$ cat config.mk
export PLATFORM = sky130hd
export DESIGN_NAME = systolic_skew_feeder
export DESIGN_NICKNAME = d
export VERILOG_FILES = /design/src/rtl/systolic_pkg.sv /design/src/rtl/skew_delay_line.sv /design/src/rtl/systolic_skew_feeder.sv
export SDC_FILE = /design/constraint.sdc
export NUM_CORES = 1
export LEC_CHECK = 0
export ABC_AREA = 1
export CORE_MARGIN = 2
export CORE_UTILIZATION = 50
export DETAILED_ROUTE_END_ITERATION = 6
export PLACE_DENSITY = 0.87
export SETUP_SLACK_MARGIN = 0.02
export SLEW_MARGIN = 10
export SYNTH_ARGS = -nofsm -noshare
export SYNTH_HDL_FRONTEND = slang
export SYNTH_HIERARCHICAL = 1
export SYNTH_SLANG_ARGS = --single-unit
$ cat constraint.sdc
create_clock -name clk -period 1.7 [get_ports clk]
set_clock_uncertainty 0.2 [all_clocks]
set_input_delay 0.17 -clock clk [delete_from_list [all_inputs] [get_ports clk]]
set_output_delay 0.17 -clock clk [all_outputs]
set_load 0.01 [all_outputs]
$ cat src/rtl/systolic_pkg.sv
// Shared definitions for the systolic array: lane width default, feeder state
// encoding, PE data-type codes and the feeder flush-length helper.
package systolic_pkg;

  localparam int unsigned LANE_W_DEF = 32;

  typedef logic [2:0] data_type_t;
  localparam data_type_t DT_INT8 = 3'b011;

  typedef enum logic [1:0] {
    ST_IDLE  = 2'd0,
    ST_FEED  = 2'd1,
    ST_FLUSH = 2'd2,
    ST_DONE  = 2'd3
  } feeder_state_e;

  // Skew drain (n-1) plus array traversal (n-1); at least 1 keeps counter widths legal.
  function automatic int unsigned flush_cycles(input int unsigned n);
    return (n > 1) ? (2 * n - 2) : 1;
  endfunction

endpackage

$ cat src/rtl/skew_delay_line.sv
// Fixed-depth register chain with synchronous reset; carries one lane's
// {valid, A, B} word through DEPTH registers unchanged.
module skew_delay_line
  import systolic_pkg::*;
#(
  parameter int unsigned DEPTH = 1,
  parameter int unsigned W     = 1
) (
  input  logic         clk,
  input  logic         rst,
  input  logic [W-1:0] i_d,
  output logic [W-1:0] o_q
);

  logic [W-1:0] r_pipe [DEPTH];

  always_ff @(posedge clk) begin
    if (rst) begin
      for (int unsigned k = 0; k < DEPTH; k++) begin
        r_pipe[k] <= '0;
      end
    end else begin
      r_pipe[0] <= i_d;
      for (int unsigned k = 1; k < DEPTH; k++) begin
        r_pipe[k] <= r_pipe[k-1];
      end
    end
  end

  assign o_q = r_pipe[DEPTH-1];

endmodule

$ cat src/rtl/systolic_skew_feeder.sv
// Operand feeder for the systolic array: skews lane i by i cycles, flushes the
// array with zeros after the last beat, then pulses done. SKEW_FEEDER_CNT_EN adds beat_cnt.
module systolic_skew_feeder
  import systolic_pkg::*;
#(
  parameter int unsigned N      = 4,
  parameter int unsigned LANE_W = LANE_W_DEF
) (
  input  logic                clk,
  input  logic                rst,
  input  logic [N*LANE_W-1:0] a_in,
  input  logic [N*LANE_W-1:0] b_in,
  input  logic                in_valid,
  input  logic                in_last,
  output logic                in_ready,
  output logic [N*LANE_W-1:0] row_out,
  output logic [N*LANE_W-1:0] col_out,
  output logic [N-1:0]        lane_vld,
  output logic                busy,
  output logic                done
`ifdef SKEW_FEEDER_CNT_EN
  ,
  output logic [15:0]         beat_cnt
`endif
);

  localparam int unsigned FLUSH_LEN = flush_cycles(N);
  localparam int unsigned CNT_W     = $clog2(FLUSH_LEN + 1);
  localparam int unsigned DL_W      = 2 * LANE_W + 1;

  feeder_state_e    r_state;
  feeder_state_e    w_state_nxt;
  logic [CNT_W-1:0] r_flush_cnt;
  logic [CNT_W-1:0] w_flush_cnt_nxt;
  logic             r_busy;
  logic             r_done;
  logic             w_accept;

  assign in_ready = (r_state == ST_IDLE) || (r_state == ST_FEED);
  assign w_accept = in_valid & in_ready;

  // Next-state logic; the flush counter is loaded on the last beat and runs down to zero.
  always_comb begin
    w_state_nxt     = r_state;
    w_flush_cnt_nxt = r_flush_cnt;
    unique case (r_state)
      ST_IDLE, ST_FEED: begin
        if (w_accept) begin
          if (in_last) begin
            if (N == 1) begin
              w_state_nxt = ST_DONE;
            end else begin
              w_state_nxt     = ST_FLUSH;
              w_flush_cnt_nxt = CNT_W'(FLUSH_LEN - 1);
            end
          end else begin
            w_state_nxt = ST_FEED;
          end
        end
      end
      ST_FLUSH: begin
        if (r_flush_cnt == '0) begin
          w_state_nxt = ST_DONE;
        end else begin
          w_flush_cnt_nxt = r_flush_cnt - CNT_W'(1);
        end
      end
      ST_DONE: begin
        w_state_nxt = ST_IDLE;
      end
      default: begin
        w_state_nxt = ST_IDLE;
      end
    endcase
  end

  always_ff @(posedge clk) begin
    if (rst) begin
      r_state     <= ST_IDLE;
      r_flush_cnt <= '0;
      r_busy      <= 1'b0;
      r_done      <= 1'b0;
    end else begin
      r_state     <= w_state_nxt;
      r_flush_cnt <= w_flush_cnt_nxt;
      r_busy      <= (w_state_nxt != ST_IDLE);
      r_done      <= (w_state_nxt == ST_DONE);
    end
  end

  assign busy = r_busy;
  assign done = r_done;

  // Lane i gets i+1 registers; bubbles and flush slots enter as all-zero words.
  for (genvar gi = 0; gi < N; gi++) begin : g_lane
    logic [DL_W-1:0] w_d;
    logic [DL_W-1:0] w_q;

    assign w_d = w_accept ? {1'b1, a_in[gi*LANE_W +: LANE_W], b_in[gi*LANE_W +: LANE_W]}
                          : '0;

    skew_delay_line #(
      .DEPTH (gi + 1),
      .W     (DL_W)
    ) u_delay (
      .clk (clk),
      .rst (rst),
      .i_d (w_d),
      .o_q (w_q)
    );

    assign lane_vld[gi]                   = w_q[DL_W-1];
    assign row_out[gi*LANE_W +: LANE_W]   = w_q[2*LANE_W-1 -: LANE_W];
    assign col_out[gi*LANE_W +: LANE_W]   = w_q[LANE_W-1:0];
  end

`ifdef SKEW_FEEDER_CNT_EN
  logic [15:0] r_beat_cnt;

  // First beat of a pass restarts the count; later beats saturate at all-ones.
  always_ff @(posedge clk) begin
    if (rst) begin
      r_beat_cnt <= '0;
    end else if (w_accept) begin
      if (r_state == ST_IDLE) begin
        r_beat_cnt <= 16'd1;
      end else if (r_beat_cnt != 16'hFFFF) begin
        r_beat_cnt <= r_beat_cnt + 16'd1;
      end
    end
  end

  assign beat_cnt = r_beat_cnt;
`endif

endmodule
==> impl_summary.md, run 1 <==
Power
Dividing total power by cell area gives a power density of 1075 nW/um^2. The reported leakage power is 15.12 nW. The maximum resistive drop on vdd is 855.7 uV.

Logic synthesis
During synthesis, Yosys emitted a total of 6 warnings. In this run, synthesis produced a sequential element count of 657. The combinational family with the most area after synthesis is buffers and inverters.

The number of instances in the synthesized netlist is 2,739. Summing every instance area after synthesis gives 22,680 um^2. The average cell area after synthesis is 8.282 um^2. The portion of synthesized area spent on multiplexers is 0%. The post-synthesis xor/xnor area fraction is 0%. The post-synthesis share of cell area spent on full adders, half adders and majority gates is 0.1103%. The synthesized netlist net count is 3,001. The compound-cell area share of the yosys netlist is 0.09928%. Yosys mapped the design onto 17 distinct sky130hd cell types.

For this run, the register share of the synthesized area comes to 57.98%. The post-synthesis simple-gate area fraction is 17.60%.

Timing
The transition time at the pin with the least slew margin is 516.3 ps. The hold violation count in the final report is 0. Setup violations remaining at the end of the flow were counted as 0. Setup repair after global routing left no endpoint under its margin. The routed design could run at a clock period as short as 1681 ps. The worst pin sits at a relative slew slack of 65.58%.

The post-route worst setup slack is 19.13 ps. For this run, the top clock speed supported by timing is 594.9 MHz. The count of pins over their slew limit came to 0. The final critical path takes up 98.87% of the cycle.

Worst setup path
In this design, the stage delay of the slowest critical-path cell is 340 ps. The family with the most delay on the worst path is simple AND/OR/NAND/NOR gates. The setup path with the least slack is of type reg -> reg. STA classifies the critical path endpoint as a register. For this design, the slowest cell found on the critical path is sky130_fd_sc_hd__dfxtp_2. The most repeated library cell on the critical path is sky130_fd_sc_hd__nor2_1. The number of buffer and inverter stages on the critical path is 3. Walking the worst path, the cells encountered are nor2_4, inv_8, buf_6, nor2_1, inv_1, nor2_1. The maximum fanout along the worst path is 36. The required time of the worst setup path is 2030 ps. For the worst setup path, the data arrival time is 2010 ps. The sort of element at the start of the critical path is a register.

Floorplanning
The die covers 47,090 um^2. The effective utilization at floorplan is 50.31%. The vertical die dimension is 217 um. The x dimension of the die is 217 um.

In this run the count of I/O pins placed on the die edge is 523. The cell row count is 78. The placeable core region is 45,090 um^2.

Clocking
The later pin in the worst-skew pair is clocked with a latency of 610 ps. The number of clock sinks is 657. The number of buffers on the longest clock path is 3.

The number of setup buffers added after CTS is 0. The CTS buffer count is 61. The clock transition at the registers of the reported paths is 70 ps.

The master cell of the clock root buffer is sky130_fd_sc_hd__clkbuf_16. The H-tree depth reported by CTS is 2. The TritonCTS clock tree is done.

Outcome
The run finished with clean final reports.

GRT
The pin count of the biggest net entering global routing is 65. The total grt overflow is 0. The wire length of the first global-routing pass is 96,400 um. The initial antenna violation count is 2. For this run, the total global-route usage over all layers was measured as 26.17%. The via count of the first global-routing pass is 18,790.

Placed design
The routability-driven placement congestion ratio is 0.8076. The placed cell area is 27,230 um^2. The number of I/O port buffers is 522. The HPWL after detailed placement is 33,610 um. The worst setup slack before clock tree synthesis is -185.9 ps.

Cells and area
The number of nets at the end of the flow is 3,613. After filler insertion, the fill cell instance count of the layout stands at 2,885. The area growth from synthesis to final layout is 36.91%. Leaving out fill and tap cells, the most frequent cell in the layout is sky130_fd_sc_hd__inv_1. The final instance area is 31,060 um^2.

The post-route netlist has 6.716% of its cells at a drive strength greater than 1. Leaving out fill and tap cells, the most frequent cells in the layout are sky130_fd_sc_hd__inv_1 (913), sky130_fd_sc_hd__nor2_1 (839), sky130_fd_sc_hd__dfxtp_1 (656), sky130_fd_sc_hd__clkdlybuf4s50_1 (258), sky130_fd_sc_hd__dlygate4sd2_1 (255).

Routing
Dividing the detail-routed wire length by the instance count gives 15.73 um. The total length of routed wires is 62,850 um. The via total after detailed routing is 17,560.

The number of nets with antenna violations after routing is 0. The first routing iteration left 1,083 violations. The DRC violation count after routing is 0. After detailed routing, the number of vias per cell comes to 4.392. The first-pass iteration count of the detailed router is 6.

Run
The reported max-cap violation count is 0.

Worst hold path
In this run the worst hold path is classified as in -> reg.
## state kept, by name, indices dropped and copies added, names as in the netlist
register and count:
r_state 2, busy 1, g_lane.u_delay/r_pipe 650, r_flush_cnt 3
done 1
## layer usage
layer  share of wire [%]  up-vias  track usage [%]
met5                   0        -                0
met4                 7.2        0            18.13
met3                 7.4      311            6.820
met2                  50      831            47.52
met1                  35     8039            26.03
li1                    -     8374                -
## kinds of logic (layout without fill, tap and decap cells)
| logic type | after synthesis | in the layout |
|---|---|---|
| fa+ha+maj | 2 | 2 |
| simple gates | 930 | 930 |
| flops | 657 | 657 |
| other cells | 0 | 2 |
| compound gates | 4 | 4 |
| buf+inv | 1146 | 1802 |
## worst reg2reg max path: cells and delay by family, from the launching register on
kind                   cells  cell delay, ps
buffers and inverters      3             500
and+or+nand+nor            3             560
DFF                        1             340
## final timing paths
kind	startpoint	end	slack, ps	depth (start not counted)
worst min-delay path	a_in[16]	g_lane[0].u_delay/r_pipe[0][48]	30	5
worst min register to register	g_lane[3].u_delay/r_pipe[2][1]	g_lane[3].u_delay/r_pipe[3][1]	190	2
worst max-delay path	r_state[1]	g_lane[3].u_delay/r_pipe[0][39]	20	6
worst max register to register	r_state[1]	g_lane[3].u_delay/r_pipe[0][39]	20	6
## synth_stat cells
master | number | area, um^2
sky130_fd_sc_hd__o21ai_0 | 1 | 5.000
sky130_fd_sc_hd__o21a_1 | 1 | 7.510
sky130_fd_sc_hd__buf_6 | 77 | 867.1
sky130_fd_sc_hd__nand2_1 | 12 | 45.04
sky130_fd_sc_hd__buf_2 | 15 | 75.07
sky130_fd_sc_hd__nor2_4 | 62 | 698.2
sky130_fd_sc_hd__inv_1 | 913 | 3427
sky130_fd_sc_hd__buf_12 | 6 | 120.1
sky130_fd_sc_hd__nor2_1 | 839 | 3149
sky130_fd_sc_hd__inv_2 | 3 | 11.26
sky130_fd_sc_hd__nor2_2 | 10 | 62.56
sky130_fd_sc_hd__ha_1 | 2 | 25.02
sky130_fd_sc_hd__a21oi_1 | 2 | 10.01
sky130_fd_sc_hd__nand3_1 | 6 | 30.03
sky130_fd_sc_hd__dfxtp_1 | 657 | 13150
sky130_fd_sc_hd__nand3b_1 | 1 | 7.510
sky130_fd_sc_hd__buf_4 | 132 | 991.0
## final cells by class
| type | instances | area (um^2) | share of cell area [%] |
|---|---|---|---|
| flip-flops and latches | 657 | 13150 | 42.35 |
| clock inverters | 20 | 325.3 | 1.047 |
| well taps | 600 | 750.7 | 2.417 |
| repair buffers | 779 | 7561 | 24.35 |
| diodes | 2 | 5.005 | 0.01611 |
| multi-input cells | 936 | 4040 | 13.01 |
| clock buffers | 87 | 1775 | 5.717 |
| inverters | 916 | 3446 | 11.09 |
## report_power, final
group / internal, mW / leakage (nW) / switching [mW]
Combinational: 1.49 / 8.74 / 1.57
Sequential: 15.9 / 5.35 / 0.153
Clock: 8.45 / 1.03 / 5.86
Total: 25.8 / 15.1 / 7.58
## stage by stage
| stage | util (%) | total power, mW | std cells | hold slack, ps | setup TNS [ps] |
|---|---|---|---|---|---|
| global route | 68.88 | 34.49 | 3997 | 26.06 | 0 |
| CTS | 68.86 | 33.26 | 3995 | 0.08565 | 0 |
| detailed placement | 60.39 | 18.90 | 3684 | 191.7 | -8749 |
| finish | 68.88 | 33.38 | 3997 | 33.06 | 0 |
| floorplan | - | 17.84 | 2739 | 39.07 | 0 |
| global placement | 60.39 | 18.81 | 3684 | 188.5 | -6007 |
## what timing repair did
action	CTS	global route
endpoints found under the setup margin	263	11
gates cloned	0	0
gates resized for setup	271	7
hold buffers	204	0
hold endpoints to repair	409	0
Note: power is estimated with default switching activity, not from simulation.
==> inputs of run 2 (changes only) <==
CORE_UTILIZATION = 54   (was 50)
PLACE_DENSITY = 0.92   (was 0.87)
clock period = 2 ns   (was 1.7 ns; I/O delays follow)
==> run 2 against run 1 <==
Net effect: wire length rose by 11%; hold slack got worse by 26 ps; via count rose by 2.1%; sequential share of layout area rose by 0.41 points; clock-buffer cell count down 9; largest power group unchanged; highest routed layer is now met5.
==> impl_summary.md, run 2 (synthesis gave the netlist of run 1 again) <==
Run
The reported max-cap violation count is 0 (unchanged).

Power
The fraction of power consumed by sequential logic is 46.7% (-1.3 points). The reported leakage power is 14.17 nW (-6.3%). The internal power is 22.27 mW (-14%). The total power divided by cell area is 948.5 nW/um^2 (-12%). The share of total power consumed by net switching is 23.65% (+0.94 points). The combinational fraction of design power was 9.0% (about the same).

The clock group share of total power is 44.3% (+1.4 points). The maximum resistive drop on vdd is 781.4 uV (-8.7%). The net switching power is 6.899 mW (-9.0%).

Timing
The total of endpoints with negative setup slack in the final report is 0 (unchanged). The worst slew margin relative to its limit is 70.63% (+5.1 points). Of the available clock period, the critical path in the final layout requires 97.56%. The post-route worst setup slack is 48.78 ps (+29.65 ps). The count of pins over their slew limit is 0 (unchanged). The maximum operating frequency is 512.5 MHz.

The minimum period implied by the final worst setup slack is 1951 ps. The hold violation count in the final report is 0 (unchanged). The transition time at the pin with the least slew margin is 440.5 ps (-75.83 ps).

Floorplanning
The effective utilization at floorplan was 54.44% (+4.1 points). The placeable core region is 41,670 um^2 (-7.6%). The cell row count came to 75 (-3.8%). The full die area is 43,660 um^2 (-7.3%).

The vertical die dimension is 209.0 um (-3.7%). The x dimension of the die is 209.0 um (-3.7%). The number of top-level pins was 523 (unchanged).

Worst setup path
The largest incremental delay on the critical path was 590 ps (+250 ps). STA classifies the critical path startpoint as a register. The critical path data arrival time was 1550 ps (-460 ps). The reg-to-reg setup timing slack is 310 ps (+290 ps).

The critical path is of the reg -> out type. On the critical path, the stage with the largest delay is an instance of sky130_fd_sc_hd__clkdlybuf4s50_1. The worst reg-to-reg path cell count came to 7 (+1). The type of element capturing the critical path is a primary output. Walking the worst path, the cells encountered are clkdlybuf4s50_1.

The maximum fanout along the worst path is 1 (-97%). The destination of the worst register-to-register timing path is g_lane[0].u_delay/r_pipe[0][8]. The number of buffer and inverter stages on the critical path is 1 (-2).

The family with the most delay on the worst path is buffers and inverters. The required time of the worst setup path is 1600 ps (-430 ps). In this run the critical register-to-register path is launched from r_state[1].

Cells and area
In the layout the commonest cells are sky130_fd_sc_hd__inv_1 (913), sky130_fd_sc_hd__nor2_1 (839), sky130_fd_sc_hd__dfxtp_1 (657), sky130_fd_sc_hd__clkdlybuf4s50_1 (489), sky130_fd_sc_hd__dlygate4sd3_1 (140). The fill cell instance count of the final layout is 2,267 (-21%). The flip-flop count of the largest register after layout is 650 (unchanged). The total area of multi-input combinational cells is 4040 um^2 (unchanged). The proportion of layout cells with a drive suffix above 1 is 6.797% (+0.081 points). The number of cells in the finished layout apart from fillers was 3,867 (-3.3%). The largest registers in the layout are g_lane.u_delay/r_pipe x650, r_flush_cnt x3, r_state x2. From synthesis to final layout, the design area changed by 35.58%.

The commonest non-fill, non-tap cell in the layout is sky130_fd_sc_hd__inv_1. The sequential standard cell area was 13,150 um^2 (about the same). The number of nets at the end of the flow was 3,535 (-2.2%). The final core utilization was 73.81% (+4.9 points). The register name with the most flops is g_lane.u_delay/r_pipe.

GRT
The overall track demand over capacity in global routing came to 31.04% (+4.9 points). The via count of the first global-routing pass is 19,380 (+3.1%). The initial antenna violation count is 4 (+2).

The total grt overflow is 0 (unchanged). The pin count of the biggest net entering global routing is 82 (+26%). The wire length of the first global-routing pass is 104,100 um (+8.0%).

Worst hold path
The number of stages on the worst hold path is 5 (unchanged). In this run the most critical hold path is launched from a_in[52]. The class of the worst hold path is in -> reg. The endpoint with the worst hold slack is g_lane[1].u_delay/r_pipe[0][52].

Routing
The via density per instance is 4.637 (+5.6%). The total length of routed wires is 69,770 um (+11%). The starting DRC count in detailed routing is 1,394 (+29%). The DRC violation count after routing is 0 (unchanged). The via total after detailed routing came to 17,930 (+2.1%). The number of nets with antenna violations after routing is 0 (unchanged). The wire length per cell after detailed routing is 18.04 um (+15%).

The first-pass iteration count of the detailed router is 6 (unchanged).

Placed design
The worst setup slack before clock tree synthesis is 53.27 ps (+239.1 ps). The routability-driven placement congestion ratio is 0.8347 (+3.4%). The number of placed instances, taps included is 3,609 (-2.0%).

The placed wire-length estimate is 34,900 um (+3.9%). The number of I/O port buffers was 522 (unchanged).

Clocking
TritonCTS built the clock tree. The clock insertion delay at the later pin of the skew report is 630 ps (+20 ps). The number of buffers on the longest clock path is 3 (unchanged). The root buffer cell chosen for the clock tree is sky130_fd_sc_hd__clkbuf_16. The clock transition at the registers of the reported paths is 70 ps (about the same).

The H-tree depth reported by CTS is 2 (unchanged). The number of setup buffers added after CTS is 0 (unchanged). The number of clock sinks was 657 (unchanged). The CTS buffer count came to 61 (unchanged).

Outcome
The run finished with clean final reports.
run 2: changes by cell type in the layout (fill, tap and decap cells not counted), sizes merged, moves of 9 or more:
cell	previous run	this run
clkinv	8	17
buf	55	40
dlygate4sd2	255	7
dlygate4sd3	204	140
clkdlybuf4s50	258	489
clkbuf	88	78
dlymetal6s2s	0	25
run 2: what timing repair did:
action,4_1_cts,5_1_grt
endpoints found under the hold margin,359,1
hold buffers,139,1
setup endpoints to repair,7,25
resized for setup,7,25
run 2: worst max-delay path by stage:
stage / startpoint / to / cells past startpoint
6_report: g_lane[0].u_delay/r_pipe[0][42] / row_out[10] / 1
5_1_grt: g_lane[0].u_delay/r_pipe[0][42] / row_out[10] / 1
4_1_cts: busy / busy / 1
3_5_place_dp: in_valid / g_lane[0].u_delay/r_pipe[0][33] / 9
3_3_place_gp: in_valid / g_lane[0].u_delay/r_pipe[0][0] / 9
2_1_floorplan: r_state[1] / g_lane[1].u_delay/r_pipe[0][0] / 7
run 2: per-stage QoR:
stage	setup TNS [ps]	instance area [um^2]	power (mW)	hold slack, ps
CTS	0	30670	28.89	0.6409
global route	-28.21	30750	30.00	9.820
global placement	0	27060	15.95	188.2
floorplan	0	22680	15.17	69.07
finish	0	30750	29.17	7.059
detailed placement	0	27060	16.05	191.6
run 2: area by class of cell:
cell class | instances | area share, %
sequential | 657 | 42.77
timing repair buffer | 701 | 23.42
multi-input combinational | 936 | 13.14
inverter | 916 | 11.20
clock buffer | 78 | 5.594
tap | 539 | 2.193
clock inverter | 37 | 1.660
antenna | 3 | 0.02441
run 2: routing by layer:
| metal | global-route usage (%) | up-vias | share of wire, % |
|---|---|---|---|
| met5 | 0 | - | 0.016 |
| met4 | 23.94 | 2 | 8.2 |
| met3 | 9.077 | 413 | 8.3 |
| met2 | 56.17 | 1083 | 50 |
| met1 | 29.51 | 8195 | 33 |
| li1 | - | 8238 | - |
run 2: power by group through the flow:
stage,registers (mW),clock network (mW),logic (mW)
after floorplan,13.9,0,1.27
after global placement,13.9,0,2.08
after detailed placement,13.9,0,2.16
after CTS,13.6,12.8,2.46
after global routing,13.6,13.6,2.79
final,13.6,12.9,2.62
==> inputs of run 3 (changes only) <==
CORE_UTILIZATION = 35   (was 54)
PLACE_DENSITY = 0.66   (was 0.92)
==> run 3 against run 2 <==
Net effect: wire length shrank 30%; critical path depth unchanged; final cell count grew 9.2%; via count is 13% lower; critical endpoint is now col_out[36]; clock power about the same; fmax increased by 1.5%; core utilization fell by 25 points; largest cell class unchanged.
==> impl_summary.md, run 3 (synthesis gave the netlist of run 1 again) <==
Floorplanning
The number of top-level pins is 523 (unchanged). The cell row count is 93 (+24%). The placeable core region is 64,230 um^2 (+54%). The x dimension of the die is 258.6 um (+24%). The effective utilization at floorplan came to 35.32% (-19 points).

The vertical die dimension is 258.6 um (+24%). The full die area is 66,860 um^2 (+53%).

Worst setup path
Among all stages on the critical path, the largest delay is contributed by sky130_fd_sc_hd__clkdlybuf4s50_1. The required time of the worst setup path is 1600 ps (about the same). The critical path data arrival time is 1520 ps (-30 ps).

The number of buffer and inverter stages on the critical path came to 1 (unchanged). The endpoint identified for the worst register-to-register timing path is g_lane[3].u_delay/r_pipe[0][48]. The critical path in this run is classified as reg -> out. The maximum fanout along the worst path is 1 (unchanged). The reg-to-reg setup timing slack is 460 ps (+150 ps). The type of element capturing the critical path is a primary output.

Broken down by cell family, the worst path's largest delay share belongs to buffers and inverters. The signal on the critical path passes through clkdlybuf4s50_1. The worst reg-to-reg path cell count is 6 (-1).

The startpoint identified for the worst register-to-register timing path is r_state[1]. The largest incremental delay on the critical path is 590 ps (about the same). The worst setup path is launched from a register.

GRT
The pin count of the biggest net entering global routing is 94 (+15%). The overall track demand over capacity in global routing is 14.56% (-16 points). The via count of the first global-routing pass is 15,310 (-21%). The initial antenna violation count is 3 (-1). The total grt overflow came to 0 (unchanged).

The wire length of the first global-routing pass is 77,210 um (-26%).

Clocking
The CTS buffer count is 71 (+16%). The clock insertion delay at the later pin of the skew report came to 600 ps (-30 ps). The number of buffers on the longest clock path is 3 (unchanged). The number of clock sinks came to 657 (unchanged). The number of setup buffers added after CTS came to 0 (unchanged). The clock transition at the registers of the reported paths is 60 ps (about the same).

The master cell of the clock root buffer is sky130_fd_sc_hd__clkbuf_16. TritonCTS built the clock tree. The H-tree depth reported by CTS came to 3 (+1).

Timing
The hold violation count in the final report came to 0 (unchanged). The total negative setup slack is 0 ps (unchanged). The maximum operating frequency came to 520.3 MHz (+1.5%).

The final cycle utilization of the critical path was 96.11% (-1.5 points). The transition time at the pin with the least slew margin is 390.2 ps (-50.28 ps). The minimum period implied by the final worst setup slack is 1922 ps (-29.09 ps). Setup repair after global routing left no endpoint under its margin.

The count of pins over their slew limit is 0 (unchanged). The post-route worst setup slack came to 77.86 ps (+29.09 ps). The total of endpoints with negative setup slack in the final report is 0 (unchanged). The worst slew margin relative to its limit is 73.98% (+3.4 points).

Cells and area
The largest registers in the layout are g_lane.u_delay/r_pipe x650, r_flush_cnt x3, r_state x2. The commonest non-fill, non-tap cell in the layout is sky130_fd_sc_hd__inv_1. The top cell types in the final layout, fill and taps aside, are sky130_fd_sc_hd__inv_1 (913), sky130_fd_sc_hd__nor2_1 (839), sky130_fd_sc_hd__dfxtp_1 (657), sky130_fd_sc_hd__clkdlybuf4s50_1 (507), sky130_fd_sc_hd__dlygate4sd3_1 (180). The area growth from synthesis to final layout is 38.74%. The flip-flop count of the largest register after layout was 650 (unchanged).

The proportion of layout cells with a drive suffix above 1 is 6.296% (-0.50 points). The number of nets at the end of the flow is 3,579 (+1.2%). The register name with the most flops is g_lane.u_delay/r_pipe.

Outcome
The flow ran to the end, and the final reports show no timing, DRC or antenna violations.

Worst hold path
For hold timing, the worst endpoint is g_lane[3].u_delay/r_pipe[0][2]. The number of stages on the worst hold path is 5 (unchanged). The min-delay analysis places its worst path in the category in -> reg. The startpoint identified for the worst hold timing path is b_in[98].

Routing
The via total after detailed routing was 15,600 (-13%). The DRC violation count after routing is 0 (unchanged). The first-pass iteration count of the detailed router came to 5 (-1). The number of nets with antenna violations after routing is 0 (unchanged). The total length of routed wires is 48,830 um (-30%). The via density per instance is 3.694 (-20%). The starting DRC count in detailed routing is 647 (-54%).

The wire length per cell after detailed routing is 11.56 um (-36%).

Placed design
The worst setup slack before clock tree synthesis was 173.5 ps (+120.2 ps). The routability-driven placement congestion ratio was 0.7950 (-4.8%). The placed wire-length estimate came to 33,140 um (-5.1%). The number of I/O port buffers is 522 (unchanged).

Run
The reported max-cap violation count is 0 (unchanged).

Power
The reported leakage power came to 13.90 nW (-1.9%). The total power divided by cell area is 908.7 nW/um^2 (-4.2%). The maximum resistive drop on vdd is 656.0 uV (-16%).
==> run 3: final cells by class <==
| type | count | area (um^2) |
|---|---|---|
| timing repair buffer | 735 | 7487 |
| clock buffer | 108 | 2097 |
| clock inverter | 15 | 175.2 |
| multi-input combinational | 936 | 4040 |
| inverter | 916 | 3446 |
| antenna | 2 | 5.005 |
| sequential | 657 | 13150 |
| tap | 855 | 1070 |
| fill | 5860 | 32760 |
==> run 3: timing repair <==
| item | CTS | global route |
|---|---|---|
| endpoints found under the setup margin | 14 | 0 |
| hold endpoints to repair | 397 | 0 |
| hold buffers | 180 | 0 |
| gates resized for setup | 14 | 0 |
==> run 3: how the worst max path moves through the flow <==
stage	from	end	depth (start not counted)	slack (ps)
2_1_floorplan	r_state[1]	g_lane[1].u_delay/r_pipe[0][0]	7	690
3_3_place_gp	in_valid	g_lane[0].u_delay/r_pipe[0][9]	8	210
6_report	g_lane[1].u_delay/r_pipe[0][69]	col_out[36]	1	80
3_5_place_dp	in_valid	g_lane[3].u_delay/r_pipe[0][48]	8	170
5_1_grt	g_lane[3].u_delay/r_pipe[3][23]	col_out[119]	1	20
4_1_cts	g_lane[2].u_delay/r_pipe[0][142]	col_out[76]	1	20
==> run 3: metal layers <==
layer  global-route usage, %  part of all wire [%]  up-vias
li1                        -                     -     8309
met2                   25.70                    49      396
met4                   7.129                   3.8        2
met1                   15.60                    40     6773
met3                   4.822                   7.7      124
met5                       0                 0.027        -
==> run 3: stage by stage <==
stage          instance area (um^2)  hold slack [ps]  util, %  power (mW)  instances
6_report                      31470            35.33    49.00       28.60       4224
5_1_grt                       31470            21.57    49.00       29.80       4224
4_1_cts                       31470           0.3446    48.99       29.02       4222
3_5_place_dp                  27410            191.6    42.68       16.02       3919
3_3_place_gp                  27410            188.1    42.68       15.99       3919
2_1_floorplan                 22680            69.07        -       15.17       2739
==> run 3: where the power goes <==
part / internal (mW) / switching (mW)
Clock: 7.40 / 5.18
Sequential: 13.5 / 0.112
Combinational: 1.29 / 1.13
Total: 22.2 / 6.42
==> run 3: tightest hold or removal path: stages <==
cell and delay, ps:
sky130_fd_sc_hd__clkdlybuf4s50_1 400, sky130_fd_sc_hd__inv_1 70, sky130_fd_sc_hd__nor2_1 50, sky130_fd_sc_hd__inv_1 40, sky130_fd_sc_hd__nor2_1 30
